## config.mk

```make
export PLATFORM = sky130hd
export DESIGN_NAME = playseq_motor_sequencia
export DESIGN_NICKNAME = d
export VERILOG_FILES = /design/src/rtl/playseq_motor_sequencia.sv
export SDC_FILE = /design/constraint.sdc
export NUM_CORES = 1
export LEC_CHECK = 0
export CAP_MARGIN = 30
export CELL_PAD_IN_SITES_DETAIL_PLACEMENT = 1
export CELL_PAD_IN_SITES_GLOBAL_PLACEMENT = 1
export CORE_ASPECT_RATIO = 0.9
export CORE_MARGIN = 5
export CORE_UTILIZATION = 45
export CTS_CLUSTER_DIAMETER = 80
export DETAILED_ROUTE_END_ITERATION = 12
export GPL_ROUTABILITY_DRIVEN = 0
export GPL_TIMING_DRIVEN = 0
export PLACE_DENSITY_LB_ADDON = 0.1
export SYNTH_ARGS = -nofsm -noshare
export SYNTH_HDL_FRONTEND = slang
export SYNTH_SLANG_ARGS = --single-unit
```

## constraint.sdc

```tcl
create_clock -name clock -period 8.4 [get_ports clock]
set_clock_uncertainty 0.15 [all_clocks]
set_input_delay 1.26 -clock clock [delete_from_list [all_inputs] [get_ports clock]]
set_output_delay 1.26 -clock clock [all_outputs]
set_load 0.005 [all_outputs]
```

## src/rtl/playseq_motor_sequencia.sv

```systemverilog
// rtl/playseq_motor_sequencia.sv - PlaySeq record/playback sequence engine with internal RAM and timers
module playseq_motor_sequencia #(
  parameter  int N_BOTOES = 4,
  parameter  int PROF     = 16,
  parameter  int T_LED    = 500,
  parameter  int T_JOGADA = 5000,
  localparam int AW       = $clog2(PROF)
) (
  input  logic                clock,
  input  logic                reset,
  input  logic                gravar,
  input  logic                confirma,
  input  logic                jogar,
  input  logic [AW:0]         inicio,
  input  logic [N_BOTOES-1:0] botoes,
  output logic [N_BOTOES-1:0] leds,
  output logic                pronto,
  output logic                acertou,
  output logic                errou,
  output logic                timeout,
  output logic [AW:0]         comprimento,
  output logic [AW:0]         rodada,
  output logic [3:0]          db_estado,
  output logic [AW-1:0]       db_endereco
);

  localparam int TMAX = (T_LED > T_JOGADA) ? T_LED : T_JOGADA;
  localparam int TW   = $clog2(TMAX + 1);
  localparam logic [TW-1:0] LED_FIM = TW'(T_LED - 1);
  localparam logic [TW-1:0] JOG_FIM = TW'(T_JOGADA - 1);

  typedef enum logic [3:0] {
    INICIAL        = 4'd0,
    GRAVA_ESPERA   = 4'd1,
    GRAVA_ESCREVE  = 4'd2,
    MOSTRA_ACESO   = 4'd3,
    MOSTRA_APAGADO = 4'd4,
    ESPERA_JOGADA  = 4'd5,
    COMPARA        = 4'd6,
    PROX_RODADA    = 4'd7,
    ACERTO         = 4'd8,
    ERRO           = 4'd9,
    TIMEOUT        = 4'd10
  } estado_t;

  estado_t             r_estado;
  logic [AW-1:0]       r_ptr;
  logic [AW-1:0]       r_addr;
  logic [TW-1:0]       r_timer;
  logic [AW:0]         r_comprimento;
  logic [AW:0]         r_rodada;
  logic                r_or_prev;
  logic                r_press;
  logic [N_BOTOES-1:0] r_cap;
  logic                r_conf_pend;
  logic [N_BOTOES-1:0] r_mem [PROF];
  logic [N_BOTOES-1:0] r_dout;

  logic                w_rise;
  logic                w_onehot;
  logic [AW:0]         w_addr_inc;
  logic                w_ha_mais;
  logic [AW:0]         w_ptr_inc;
  logic [AW:0]         w_l0;
  logic [AW:0]         w_rodada0;
  logic [AW-1:0]       w_rd_addr;

  assign w_rise     = (|botoes) & ~r_or_prev;
  assign w_onehot   = (r_cap != '0) && ((r_cap & (r_cap - N_BOTOES'(1))) == '0);
  assign w_addr_inc = {1'b0, r_addr} + (AW+1)'(1);
  assign w_ha_mais  = w_addr_inc < r_rodada;
  assign w_ptr_inc  = {1'b0, r_ptr} + (AW+1)'(1);
  assign w_l0       = (inicio == '0) ? (AW+1)'(1) : inicio;
  assign w_rodada0  = (w_l0 > r_comprimento) ? r_comprimento : w_l0;

  // RAM read address anticipates the next r_addr so data is ready on the first lit cycle
  always_comb begin
    w_rd_addr = r_addr;
    case (r_estado)
      INICIAL, PROX_RODADA, ACERTO, ERRO, TIMEOUT: w_rd_addr = '0;
      MOSTRA_APAGADO:
        if (r_timer == LED_FIM) w_rd_addr = w_ha_mais ? w_addr_inc[AW-1:0] : '0;
      default: w_rd_addr = r_addr;
    endcase
  end

  always_ff @(posedge clock) begin
    if (!reset && r_estado == GRAVA_ESCREVE) r_mem[r_ptr] <= r_cap;
    r_dout <= r_mem[w_rd_addr];
  end

  always_ff @(posedge clock) begin
    if (reset) begin
      r_estado      <= INICIAL;
      r_ptr         <= '0;
      r_addr        <= '0;
      r_timer       <= '0;
      r_comprimento <= '0;
      r_rodada      <= '0;
      r_or_prev     <= 1'b0;
      r_press       <= 1'b0;
      r_cap         <= '0;
      r_conf_pend   <= 1'b0;
    end else begin
      r_or_prev <= |botoes;
      r_press   <= w_rise;
      if (w_rise) r_cap <= botoes;

      case (r_estado)
        INICIAL, ACERTO, ERRO, TIMEOUT: begin
          if (gravar) begin
            r_estado      <= GRAVA_ESPERA;
            r_ptr         <= '0;
            r_comprimento <= '0;
            r_conf_pend   <= 1'b0;
          end else if (jogar && r_comprimento != '0) begin
            r_estado <= MOSTRA_ACESO;
            r_rodada <= w_rodada0;
            r_addr   <= '0;
            r_timer  <= '0;
          end
        end
        GRAVA_ESPERA: begin
          if (r_press && w_onehot) begin
            r_estado    <= GRAVA_ESCREVE;
            r_conf_pend <= confirma;
          end else if (confirma) begin
            r_estado <= INICIAL;
          end
        end
        GRAVA_ESCREVE: begin
          r_ptr         <= w_ptr_inc[AW-1:0];
          r_comprimento <= w_ptr_inc;
          r_conf_pend   <= 1'b0;
          if (r_conf_pend || confirma || w_ptr_inc == (AW+1)'(PROF)) r_estado <= INICIAL;
          else r_estado <= GRAVA_ESPERA;
        end
        MOSTRA_ACESO: begin
          if (r_timer == LED_FIM) begin
            r_timer  <= '0;
            r_estado <= MOSTRA_APAGADO;
          end else begin
            r_timer <= r_timer + TW'(1);
          end
        end
        MOSTRA_APAGADO: begin
          if (r_timer == LED_FIM) begin
            r_timer <= '0;
            if (w_ha_mais) begin
              r_addr   <= w_addr_inc[AW-1:0];
              r_estado <= MOSTRA_ACESO;
            end else begin
              r_addr   <= '0;
              r_estado <= ESPERA_JOGADA;
            end
          end else begin
            r_timer <= r_timer + TW'(1);
          end
        end
        ESPERA_JOGADA: begin
          if (r_press) begin
            r_timer  <= '0;
            r_estado <= COMPARA;
          end else if (r_timer == JOG_FIM) begin
            r_timer  <= '0;
            r_estado <= TIMEOUT;
          end else begin
            r_timer <= r_timer + TW'(1);
          end
        end
        COMPARA: begin
          if (r_cap != r_dout) begin
            r_estado <= ERRO;
          end else if (w_ha_mais) begin
            r_addr   <= w_addr_inc[AW-1:0];
            r_timer  <= '0;
            r_estado <= ESPERA_JOGADA;
          end else if (r_rodada == r_comprimento) begin
            r_estado <= ACERTO;
          end else begin
            r_estado <= PROX_RODADA;
          end
        end
        PROX_RODADA: begin
          r_rodada <= r_rodada + (AW+1)'(1);
          r_addr   <= '0;
          r_timer  <= '0;
          r_estado <= MOSTRA_ACESO;
        end
        default: r_estado <= INICIAL;
      endcase
    end
  end

  always_comb begin
    leds = '0;
    case (r_estado)
      MOSTRA_ACESO:  leds = r_dout;
      ESPERA_JOGADA: leds = botoes;
      default:       leds = '0;
    endcase
  end

  assign pronto      = (r_estado == INICIAL);
  assign acertou     = (r_estado == ACERTO);
  assign errou       = (r_estado == ERRO);
  assign timeout     = (r_estado == TIMEOUT);
  assign comprimento = r_comprimento;
  assign rodada      = r_rodada;
  assign db_estado   = r_estado;
  assign db_endereco = r_addr;

endmodule

```

==> impl_metrics.json, run 1 <==
{
  "cp_slowest_cell": "sky130_fd_sc_hd__clkdlybuf4s50_1",
  "clk_root_buffer_cell": "sky130_fd_sc_hd__clkbuf_16",
  "growth_of_design_area_from_synthesis_to_finish_pct": 15.8,
  "mappedNetlistArea_mm2": 0.00545,
  "yosysTopAreaCell": "sky130_fd_sc_hd__edfxtp_1",
  "cp_common_cell": "sky130_fd_sc_hd__clkbuf_1",
  "antenna_left": 0,
  "cts.reportedPaths.clkPinSlew_ns": 0.07,
  "clock-sinks": 106,
  "io_buffer_count": 38,
  "max_slew_headroom": 0.441,
  "gr-total-overflow": 0,
  "worst_ep_required_time_ns": 6.99,
  "power.static_leakage_nw": 2.33,
  "detailedRoute.firstIterationViolations": 272,
  "clock_tree.htree_level_count": 3,
  "rr_startpoint": "db_endereco[0]$_SDFFE_PP0P_",
  "tns_ns": 0,
  "drc_errors": 0,
  "cts_buf_count": 9,
  "distinct_cell_type_count_after_synthesis": 60,
  "worst_hold_path.num_cells": 2,
  "async_flop_share": 0,
  "grt_antenna_before_repair": 0,
  "setup.worst_path.start": "db_estado[2]$_SDFFE_PP0P_",
  "final_hold_violations": 0,
  "clock_latency_ns": 0.35,
  "avgSynthCellArea_um2": 10.4,
  "p_per_area_mw_per_mm2": 204,
  "vias_per_cell": 5.69,
  "synth.net_count": 554,
  "rsz0062_at_grt": "false",
  "final_layout_size_suffix_gt1_frac": 0.0709,
  "antenna-diode-count": 0,
  "hold_wc_startpoint": "r_timer[7]$_SDFFE_PP0P_",
  "reported_max_cap_violation_count": 0,
  "post_cts.repair.setup_buffers": 0,
  "wl_per_cell_um": 19.6,
  "overall_die_area_mm2": 0.0144,
  "dpl_cell_area_mm2": 0.00603,
  "timing.final.max_slew_violations": 0,
  "critical_path_peak_fanout": 10,
  "detailedPlacementHpwl_um": 10800,
  "synth_enable_flop_cells": 64,
  "vias": 4200,
  "post-route-min-period_ns": 4.12,
  "floorplan.io_pins": 40,
  "crit_path_max_incr_delay_ns": 0.52,
  "design_area_mm2": 0.00631,
  "core_region_area_mm2": 0.0120,
  "fin_nets": 603,
  "worst-r2r-cell-count": 13,
  "grt_first_pass_wirelength_um": 24000,
  "synth-warning-count": 0,
  "ys_top_cells_by_count": "sky130_fd_sc_hd__nor2_1 (69), sky130_fd_sc_hd__edfxtp_1 (64), sky130_fd_sc_hd__dfxtp_1 (42)",
  "die_width_um": 126,
  "first_global_vias": 4464,
  "cell_chain_critical_path": "clkbuf_1, clkbuf_1, nor2b_1, a22oi_1, nor2_1, clkdlybuf4s50_1",
  "synthMostInstantiatedCell": "sky130_fd_sc_hd__nor2_1",
  "cts_tree": "done",
  "start_util": 0.455,
  "postSynthRegisterBits": 106,
  "groute.usage.overall": 0.211,
  "finalCritPeriodShare": 0.490,
  "hold_path_class": "register to register",
  "setup_violations": 0,
  "timing_worst_slew_pin_value_ns": 0.828,
  "cp-start-kind": "register",
  "synth.yosys.seq_area_share": 0.507,
  "synth.top_cell.area_share": 0.353,
  "fp.dieH_um": 114,
  "clock.fmax_mhz": 243,
  "commonest_register_cell_after_synthesis": "sky130_fd_sc_hd__edfxtp_1",
  "clock_path_buffers": 2,
  "post_cts_hold_buffer_count": 0,
  "postSynthCellCount": 524,
  "crit_path_end_kind": "primary output",
  "vdd_drop_max_v": 0.000120,
  "ys_top_cells_by_area": "sky130_fd_sc_hd__edfxtp_1 (35%), sky130_fd_sc_hd__dfxtp_1 (15%), sky130_fd_sc_hd__mux2i_1 (7.2%)",
  "critical_path_class": "register to primary output",
  "outcome": "finished clean",
  "rows": 38,
  "critical_path_arrival_ns": 2.71,
  "largest_net_degree_at_the_start_of_global_routing": 22,
  "number_of_iterations_in_the_first_detailed_routing_pass": 4,
  "post_cts.resized_instances": 0,
  "totalWireLength_um": 14500
}
==> per-stage QoR <==
| step | util | setup WS, ns | instances | total power [W] | hold slack [ns] |
|---|---|---|---|---|---|
| 6_report | 0.527 | 4.28 | 738 | 0.00129 | 0.351 |
| 5_1_grt | 0.527 | 4.07 | 738 | 0.00136 | 0.401 |
| 4_1_cts | 0.527 | 4.31 | 738 | 0.00130 | 0.355 |
| 3_5_place_dp | 0.503 | 4.15 | 722 | 0.000901 | 0.343 |
| 3_3_place_gp | 0.503 | 4.24 | 722 | 0.000892 | 0.322 |
| 2_1_floorplan | - | 4.92 | 524 | 0.000793 | 0.305 |
==> final cells by class <==
| cell class | instances | area, um2 |
|---|---|---|
| flip-flops and latches | 106 | 2760 |
| well taps | 160 | 200 |
| fillers | 1360 | 5670 |
| repair buffers | 38 | 380 |
| plain buffers | 20 | 95.1 |
| multi-input cells | 380 | 2520 |
| inverters | 18 | 67.6 |
| clock buffers | 11 | 243 |
| clock inverters | 5 | 37.5 |
==> report_power, final <==
part | switching, W | internal [W] | leakage, nW
sequential | 0.0000249 | 0.000569 | 0.930
clock | 0.000185 | 0.000211 | 0.133
combinational | 0.000186 | 0.000115 | 1.27
total | 0.000396 | 0.000895 | 2.33
==> per-layer routing <==
metal | GRT usage | vias to the layer above | share of wire
met4 | 0.0465 | 0 | 0.0066
met1 | 0.274 | 2093 | 0.45
li1 | - | 2029 | -
met2 | 0.369 | 72 | 0.51
met3 | 0.0415 | 6 | 0.033
met5 | 0 | - | 0
==> path summary, 6_finish.rpt <==
path                                                end  slack (ns)
worst max-delay path                            leds[2]        4.28
worst min-delay path            r_timer[7]$_SDFFE_PP0P_        0.35
worst max register to register  r_timer[6]$_SDFFE_PP0P_        4.70
worst min register to register  r_timer[7]$_SDFFE_PP0P_        0.35
==> cell usage in the layout, fill, tap and decap left out, types with 5 or more instances in the layout <==
cell,n
sky130_fd_sc_hd__or3_1,5
sky130_fd_sc_hd__clkbuf_16,9
sky130_fd_sc_hd__nand2_1,40
sky130_fd_sc_hd__nor2b_1,8
sky130_fd_sc_hd__mux2i_1,39
sky130_fd_sc_hd__a31oi_1,7
sky130_fd_sc_hd__clkbuf_1,16
sky130_fd_sc_hd__nor2_1,69
sky130_fd_sc_hd__o21ai_0,18
sky130_fd_sc_hd__and2_1,6
sky130_fd_sc_hd__mux2_2,9
sky130_fd_sc_hd__clkdlybuf4s50_1,38
sky130_fd_sc_hd__xor2_1,9
sky130_fd_sc_hd__a22oi_1,12
sky130_fd_sc_hd__nand4_1,5
sky130_fd_sc_hd__nor3_1,19
sky130_fd_sc_hd__inv_1,18
sky130_fd_sc_hd__a21oi_1,19
sky130_fd_sc_hd__edfxtp_1,64
sky130_fd_sc_hd__o21ai_1,7
sky130_fd_sc_hd__nand3_1,17
sky130_fd_sc_hd__ha_1,16
sky130_fd_sc_hd__dfxtp_1,42
sky130_fd_sc_hd__xnor2_1,14
==> registers in the layout, summed over array words and instances, names as in the netlist <==
name         cells
r_timer         13
r_cap            4
db_estado        4
r_or_prev        1
r_press          1
r_dout           4
r_mem           64
r_conf_pend      1
rodada           5
comprimento      2
db_endereco      4
r_ptr            3
==> cells by family after synthesis <==
family / synth area share
simple gates: 0.168
flops: 0.507
compound gates: 0.127
mux: 0.0923
buf+inv: 0.0299
xor+xnor: 0.0370
fa+ha+maj: 0.0386
==> critical path: cells and delay by family, from the launching register on <==
kind / cells / cell delay, ns
AND/OR/NAND/NOR: 2 / 0.63
flip-flops: 1 / 0.33
buffers and inverters: 3 / 1.26
AO/OA/AOI/OAI: 1 / 0.13
Note: power is estimated with default switching activity, not from simulation.
==> run 2: changes to the inputs <==
==> constraint.sdc (replaced) <==
create_clock -name clock -period 4.3 [get_ports clock]
set_clock_uncertainty 0.15 [all_clocks]
set_input_delay 0.645 -clock clock [delete_from_list [all_inputs] [get_ports clock]]
set_output_delay 0.645 -clock clock [all_outputs]
set_load 0.005 [all_outputs]
==> results of run 2 <==
The final DEF is identical to that of run 1. Status: finished clean.
Among the figures that moved: setup slack after placement 4.15 ns -> 0.620 ns; setup slack after layout 4.28 ns -> 0.596 ns; start point of the critical path db_estado[2]$_SDFFE_PP0P_ -> db_endereco[0]$_SDFFE_PP0P_; end point of the critical path leds[2] -> r_timer[6]$_SDFFE_PP0P_; register-to-register setup slack 4.70 ns -> 0.60 ns; total power 0.00129 W -> 0.00252 W; worst IR drop on VDD 0.000120 V -> 0.000235 V
